<file path="src/rtl/fetch_pkg.sv">
// fetch_pkg: shared constants, instruction/PC pair type and PC alignment helper for the fetch unit.
package fetch_pkg;
    localparam int XLEN = 32;
    localparam logic [XLEN-1:0] INSTR_NOP = 32'h0000_0013;

    typedef struct packed {
        logic [XLEN-1:0] instr;
        logic [XLEN-1:0] pc;
    } pair_t;

    function automatic logic [XLEN-1:0] align_pc(input logic [XLEN-1:0] a);
        return {a[XLEN-1:2], 2'b00};
    endfunction
endpackage

</file>
<file path="src/rtl/fetch_if.sv">
// fetch_if: instruction memory, redirect and decode-side signals of the fetch unit.
interface fetch_if;
    import fetch_pkg::*;
    logic            imem_req_valid;
    logic            imem_req_ready;
    logic [XLEN-1:0] imem_req_addr;
    logic            imem_rsp_valid;
    logic [XLEN-1:0] imem_rsp_data;
    logic            redirect_valid;
    logic [XLEN-1:0] redirect_pc;
    logic            instr_valid;
    logic            instr_ready;
    logic [XLEN-1:0] instr;
    logic [XLEN-1:0] instr_pc;

    modport master (
        output imem_req_valid, imem_req_addr, instr_valid, instr, instr_pc,
        input  imem_req_ready, imem_rsp_valid, imem_rsp_data, redirect_valid, redirect_pc, instr_ready
    );
    modport slave (
        input  imem_req_valid, imem_req_addr, instr_valid, instr, instr_pc,
        output imem_req_ready, imem_rsp_valid, imem_rsp_data, redirect_valid, redirect_pc, instr_ready
    );
endinterface

</file>
<file path="src/rtl/fetch_fifo.sv">
// fetch_fifo: DEPTH-entry queue of instruction/PC pairs with synchronous flush.
module fetch_fifo
    import fetch_pkg::*;
#(
    parameter int DEPTH = 2,
    localparam int CW = $clog2(DEPTH + 1)
) (
    input  logic          clk,
    input  logic          reset,
    input  logic          flush,
    input  logic          push,
    input  logic          pop,
    input  pair_t         din,
    output pair_t         head,
    output logic          valid,
    output logic [CW-1:0] count
);
    localparam int PW = DEPTH > 1 ? $clog2(DEPTH) : 1;

    pair_t         mem [DEPTH];
    logic [PW-1:0] rd, wr;
    logic          do_push, do_pop;

    assign valid   = count != '0;
    assign head    = mem[rd];
    assign do_pop  = pop & valid;
    // a push into a full queue is only accepted alongside a pop
    assign do_push = push & ((count != CW'(DEPTH)) | do_pop);

    always_ff @(posedge clk) begin
        if (reset | flush) begin
            rd    <= '0;
            wr    <= '0;
            count <= '0;
        end else begin
            if (do_push) wr <= (wr == PW'(DEPTH - 1)) ? '0 : wr + PW'(1);
            if (do_pop) rd <= (rd == PW'(DEPTH - 1)) ? '0 : rd + PW'(1);
            count <= count + CW'(do_push) - CW'(do_pop);
        end
    end

    always_ff @(posedge clk) begin
        if (do_push & ~reset & ~flush) mem[wr] <= din;
    end
endmodule

</file>
<file path="src/rtl/fetch.sv">
// fetch: credit-limited instruction fetch with in-order responses, redirect flush and stale-response dropping.
module fetch
    import fetch_pkg::*;
#(
    parameter logic [XLEN-1:0] RESET_PC = 32'h0000_0000,
    parameter int              DEPTH    = 2
) (
    input logic    clk,
    input logic    reset,
    fetch_if.master bus
);
    localparam int CW = $clog2(DEPTH + 1);
    localparam int PW = DEPTH > 1 ? $clog2(DEPTH) : 1;
    // stale responses can pile up across back-to-back redirects, so the drop counter gets headroom
    localparam int DW = CW + 4;

    logic [XLEN-1:0] pc;
    logic [CW-1:0]   outstanding, fifo_count;
    logic [DW-1:0]   drop;
    logic [XLEN-1:0] pcq [DEPTH];
    logic [PW-1:0]   pcq_rd, pcq_wr;
    pair_t           head;
    logic            fifo_valid, credit_ok, accept, rsp_drop, rsp_push, redirect;

    assign redirect  = bus.redirect_valid;
    assign credit_ok = int'(outstanding) + int'(fifo_count) < DEPTH;
    assign bus.imem_req_valid = ~reset & ~redirect & credit_ok;
    assign bus.imem_req_addr  = pc;
    assign accept   = bus.imem_req_valid & bus.imem_req_ready;
    assign rsp_drop = bus.imem_rsp_valid & (drop != '0);
    assign rsp_push = bus.imem_rsp_valid & (drop == '0) & (outstanding != '0);

    fetch_fifo #(.DEPTH(DEPTH)) u_fifo (
        .clk  (clk),
        .reset(reset),
        .flush(redirect),
        .push (rsp_push),
        .pop  (bus.instr_ready),
        .din  ('{instr: bus.imem_rsp_data, pc: pcq[pcq_rd]}),
        .head (head),
        .valid(fifo_valid),
        .count(fifo_count)
    );

    assign bus.instr_valid = ~reset & fifo_valid;
    assign bus.instr       = bus.instr_valid ? head.instr : INSTR_NOP;
    assign bus.instr_pc    = bus.instr_valid ? head.pc : (reset ? RESET_PC : pc);

    always_ff @(posedge clk) begin
        if (reset) begin
            pc          <= RESET_PC;
            outstanding <= '0;
            drop        <= '0;
            pcq_rd      <= '0;
            pcq_wr      <= '0;
        end else if (redirect) begin
            pc          <= align_pc(bus.redirect_pc);
            outstanding <= '0;
            drop        <= drop - DW'(rsp_drop) + DW'(outstanding) - DW'(rsp_push);
            pcq_rd      <= '0;
            pcq_wr      <= '0;
        end else begin
            if (accept) pc <= pc + XLEN'(4);
            if (accept) pcq_wr <= (pcq_wr == PW'(DEPTH - 1)) ? '0 : pcq_wr + PW'(1);
            if (rsp_push) pcq_rd <= (pcq_rd == PW'(DEPTH - 1)) ? '0 : pcq_rd + PW'(1);
            outstanding <= outstanding + CW'(accept) - CW'(rsp_push);
            drop        <= drop - DW'(rsp_drop);
        end
    end

    always_ff @(posedge clk) begin
        if (accept) pcq[pcq_wr] <= pc;
    end
endmodule

</file>
<file path="src/flat_wrapper.sv">
// flat-port wrapper written by rule: the top's interface ports become plain ports
module fetch_flat import fetch_pkg::*;
#(
    parameter logic [XLEN-1:0] RESET_PC = 32'h0000_0000,
    parameter int              DEPTH    = 2
)
  (clk, reset, bus_imem_req_valid, bus_imem_req_addr, bus_instr_valid, bus_instr, bus_instr_pc, bus_imem_req_ready, bus_imem_rsp_valid, bus_imem_rsp_data, bus_redirect_valid, bus_redirect_pc, bus_instr_ready);
  fetch_if bus_i ();
  input logic clk;
  input logic reset;
  output wire logic [$bits(bus_i.imem_req_valid)-1:0] bus_imem_req_valid;
  output wire logic [$bits(bus_i.imem_req_addr)-1:0] bus_imem_req_addr;
  output wire logic [$bits(bus_i.instr_valid)-1:0] bus_instr_valid;
  output wire logic [$bits(bus_i.instr)-1:0] bus_instr;
  output wire logic [$bits(bus_i.instr_pc)-1:0] bus_instr_pc;
  input wire logic [$bits(bus_i.imem_req_ready)-1:0] bus_imem_req_ready;
  input wire logic [$bits(bus_i.imem_rsp_valid)-1:0] bus_imem_rsp_valid;
  input wire logic [$bits(bus_i.imem_rsp_data)-1:0] bus_imem_rsp_data;
  input wire logic [$bits(bus_i.redirect_valid)-1:0] bus_redirect_valid;
  input wire logic [$bits(bus_i.redirect_pc)-1:0] bus_redirect_pc;
  input wire logic [$bits(bus_i.instr_ready)-1:0] bus_instr_ready;
  assign bus_imem_req_valid = bus_i.imem_req_valid;
  assign bus_imem_req_addr = bus_i.imem_req_addr;
  assign bus_instr_valid = bus_i.instr_valid;
  assign bus_instr = bus_i.instr;
  assign bus_instr_pc = bus_i.instr_pc;
  assign bus_i.imem_req_ready = bus_imem_req_ready;
  assign bus_i.imem_rsp_valid = bus_imem_rsp_valid;
  assign bus_i.imem_rsp_data = bus_imem_rsp_data;
  assign bus_i.redirect_valid = bus_redirect_valid;
  assign bus_i.redirect_pc = bus_redirect_pc;
  assign bus_i.instr_ready = bus_instr_ready;
  fetch #(.RESET_PC(RESET_PC), .DEPTH(DEPTH)) u_core (.clk(clk), .reset(reset), .bus(bus_i));
endmodule
</file>
<file path="config.mk">
export PLATFORM = sky130hd
export DESIGN_NAME = fetch_flat
export DESIGN_NICKNAME = d
export VERILOG_FILES = /design/src/rtl/fetch_pkg.sv /design/src/rtl/fetch_if.sv /design/src/rtl/fetch_fifo.sv /design/src/rtl/fetch.sv /design/src/flat_wrapper.sv
export SDC_FILE = /design/constraint.sdc
export NUM_CORES = 1
export LEC_CHECK = 0
export ABC_AREA = 1
export CAP_MARGIN = 20
export CORE_MARGIN = 2
export CORE_UTILIZATION = 55
export CTS_CLUSTER_SIZE = 28
export DETAILED_ROUTE_END_ITERATION = 10
export PLACE_DENSITY = 0.82
export SLEW_MARGIN = 20
export SYNTH_ARGS = -nofsm -noshare
export SYNTH_HDL_FRONTEND = slang
export SYNTH_SLANG_ARGS = --single-unit
</file>
<file path="constraint.sdc">
create_clock -name clk -period 16.9 [get_ports clk]
set_clock_uncertainty 0.05 [all_clocks]
set_input_delay 1.69 -clock clk [delete_from_list [all_inputs] [get_ports clk]]
set_output_delay 1.69 -clock clk [all_outputs]
set_load 0.03 [all_outputs]
</file>
==> summary.md <==
| Metric | Value |
|---|---|
| Crit-path max cell delay | `0.75 ns` |
| Crit path capture type | `output port` |
| Syn_area_per_cell | `10.2 sq um` |
| RSZ-0062 raised after global routing | `false` |
| Layout area overhead | `24.6%` |
| Post-synth cell types | `45` |
| Most common cell after layout, fill and taps aside | `nand2_1` |
| Clk pwr share | `0.380` |
| Clock buffer depth | `3` |
| TritonRoute pass-1 iters | `5` |
| Largest family of logic cells by synthesized area | `simple AND/OR/NAND/NOR gates` |
| Pleak | `4.94 nW` |
| Post-synthesis xor/xnor area fraction | `0.0125` |
| Final setup fails | `0` |
| Fillers | `1367` |
| Most Frequent Cell on Critical Path | `clkdlybuf4s50_1` |
| Synth Instances | `1024` |
| Die Wd | `142 microns` |
| Hold path cells | `2` |
| Worst path cell trace | `clkdlybuf4s50_1 > buf_4 > nor2_4 > inv_2 > o32ai_1 > clkdlybuf4s50_1` |
| Initial Utilization | `0.561` |
| Initial antenna violation count | `0` |
| H-Tree Depth | `1` |
| Layout cells sized above 1 | `0.120` |
| Die area | `20200 sq um` |
| Max_cap viols | `0` |
| First-pass GRT wire length | `39300 microns` |
| Setup TNS | `0 ns` |
| Ant. Diodes | `0` |
| I/O Buffers | `161` |
| Post-cts repair resize count | `0` |
| #FFs+latches synth | `230` |
| GP Congestion | `0.902` |
| Max VDD drop | `0.128 mV` |
| Largest net degree at the start of global routing | `63` |
| # nets final | `1268` |
| Post-synth ARST share | `0` |
| Clk_lat worst skew | `0.51 ns` |
| Ranking of synthesized cells by area | `edfxtp_1 (53%), nand2_1 (11%), dfxtp_1 (8.8%), nor2_1 (4.9%), inv_1 (3.4%)` |
| Dominant cell type by area after synthesis | `edfxtp_1` |
| Most frequent cells in the layout | `nand2_1 (298), edfxtp_1 (184), clkdlybuf4s50_1 (161)` |
| Vias post-DR | `7818` |
| Crit-path max FO | `34` |
| Hold_sp | `u_core.u_fifo.rd$_SDFFE_PP0P_` |
| Combinational Power Share | `0.153` |
| Tot GR Track Use | `0.249` |
| Crit path kind | `primary input to output port` |
| Clk slew on worst S/H paths | `0.06 ns` |
| Vias per cell | `5.44` |
| WL/cell | `17.6 microns` |
| Slowest CP cell | `clkdlybuf4s50_1` |
| Post-Route WL | `25200 microns` |
| Register area share after synthesis | `0.615` |
| Post-CTS Hold Buffers | `0` |
| Final Cycle Share | `0.385` |
| Slew Limit Fails | `0` |
| Row count | `50` |
| Layout Cells excl Fill | `1437` |
| Sequential cell fraction of total power | `0.467` |
| TritonCTS Sinks | `230` |
| Switching pwr | `354 uW` |
| CTS tree | `built` |
| Cell Area, Synth | `10500 sq um` |
| Cells after DPL | `1393` |
| Routed Antenna Nets | `0` |
| Synth warn | `0` |
| Setup bufs post-CTS | `0` |
| EDFF count, synth | `184` |
| Simple-gate share of the synthesized area | `0.190` |
| Complex-gate fraction of the synthesized area | `0.0746` |
| Worst Path Arrival | `4.77 ns` |
| Post-synth top flop | `edfxtp_1` |
| Worst R2R Setup Slack | `13.87 ns` |
| 1st-iter DRT viols | `691` |
| Mux contribution to synthesized area | `0.0322` |
| Cell family with most CP delay | `buffers and inverters` |
| Die Span Y | `142 microns` |
| Remaining DRCs | `0` |
| Critical path required time | `15.16 ns` |
| HPWL after DPL | `16600 microns` |
| Status | `completed` |
| Critical path buffers and inverters | `4` |
| Core area | `18700 sq um` |
| Least-Margin Pin Slew | `0.905 ns` |
| End of the worst register-to-register path | `u_core.drop[5]$_SDFF_PP0_` |
| Critical path launch point type | `primary input` |
| Root buf cell | `clkbuf_16` |
| Peak Freq | `0.154 GHz` |
| Gr ovfl total | `0` |
| Power Dens Cells | `105 nW/um^2` |
| Reg2Reg Depth | `17` |
| Worst r2r src | `u_core.drop[2]$_SDFF_PP0_` |
| Vias in the first global route | `7711` |
| Post-layout min period | `6.51 ns` |
| Area share of fa/ha/maj cells after synthesis | `0.0169` |
| I/O pin count | `168` |
| Max-slew headroom | `0.397` |
| Num CTS Buffers | `24` |
| Worst hold path type | `flop to flop` |
| Internal | `1.01 mW` |
| Sw Share | `0.259` |
| Fin. Hold Viols | `0` |
| Post-synth top area share | `0.527` |
==> worst register-to-register path, stage by stage (launching register included) <==
cell and delay (ns):
dfxtp_1 0.33, nor2_1 0.20, nand4_1 0.17, nand2_1 0.09, inv_1 0.05, ha_1 0.20, ha_1 0.24, xnor2_1 0.41
ha_1 0.35, nand2_1 0.08, nand2_1 0.04, nor2_1 0.21, inv_1 0.08, o21ai_0 0.16, nand3_1 0.11, nand2_1 0.08
nand2_1 0.04, nor2_1 0.08
==> power by group through the flow <==
stage                     clock network (mW)  registers [mW]  logic [mW]
after floorplan                            0           0.654       0.139
after CTS                              0.525           0.638       0.209
final                                  0.519           0.638       0.209
after detailed placement                   0           0.650       0.208
after global placement                     0           0.649       0.199
after global routing                   0.547           0.640       0.237
==> cells by family (layout without fill, tap and decap cells) <==
kind of cell,Yosys count,in the layout
fa+ha+maj,13,13
buf+inv,142,318
simple gates,489,489
xor+xnor,15,15
mux,30,30
other cells,1,4
flops,230,230
compound gates,104,104
==> stage by stage <==
stage | util | area (sq um) | hold slack [ns] | total power [mW] | setup slack, ns
2_1_floorplan | - | 10500 | 0.397 | 0.793 | 9.79
5_1_grt | 0.698 | 13100 | 0.460 | 1.42 | 10.28
6_report | 0.698 | 13100 | 0.419 | 1.37 | 10.39
3_3_place_gp | 0.656 | 12300 | 0.396 | 0.848 | 10.41
3_5_place_dp | 0.656 | 12300 | 0.410 | 0.858 | 10.36
4_1_cts | 0.698 | 13100 | 0.419 | 1.37 | 10.37
==> state kept, by name, indices dropped and copies added (netlist names), named ones only <==
name	flops
u_core.bus.imem_req_addr	30
u_core.drop	6
u_core.outstanding	2
u_core.pcq	60
u_core.pcq_rd	1
u_core.pcq_wr	1
u_core.u_fifo.count	2
u_core.u_fifo.mem	124
u_core.u_fifo.rd	1
u_core.u_fifo.wr	1
==> synthesized netlist by cell type (5+ instances only) <==
library cell	number
inv_1	96
o21ai_2	18
o21ai_0	15
nor2_1	138
o32ai_1	28
mux2_2	30
a21oi_1	9
xor2_1	11
nand3_1	31
nand2_1	298
ha_1	11
edfxtp_1	184
clkbuf_1	22
a31oi_1	7
a21oi_2	16
dfxtp_1	46
nor2_4	5
buf_6	5
buf_2	5
==> cell type report <==
class	count	area [sq um]	area share
clock inverter	16	141	0.0108
tap	234	293	0.0224
clock buffer	28	647	0.0495
multi-input combinational	655	3450	0.264
timing repair buffer	171	1690	0.129
sequential	230	6450	0.494
inverter	103	393	0.0301
==> worst max-delay path by stage <==
stage                                  start                                  to  slack (ns)  cells past startpoint
final                                  reset                     bus_instr_pc[6]       10.39                      6
after floorplan           bus_redirect_valid  u_core.u_fifo.mem[1][10]$_DFFE_PP_        9.79                      5
after detailed placement               reset                     bus_instr_pc[6]       10.36                      6
after CTS                              reset                     bus_instr_pc[6]       10.37                      6
after global routing                   reset                     bus_instr_pc[6]       10.28                      6
after global placement                 reset                     bus_instr_pc[6]       10.41                      6
==> per-layer routing <==
metal  vias to the layer above  wire length (microns)  part of all wire  track usage
met3                        48                   2170             0.086       0.0421
met2                       332                  12100              0.48        0.426
met1                      3689                  10300              0.41        0.323
met4                         0                    694             0.027       0.0826
li1                       3749                      -                 -            -
met5                         -                      0                 0            0
(Power assumes the default switching activity.)
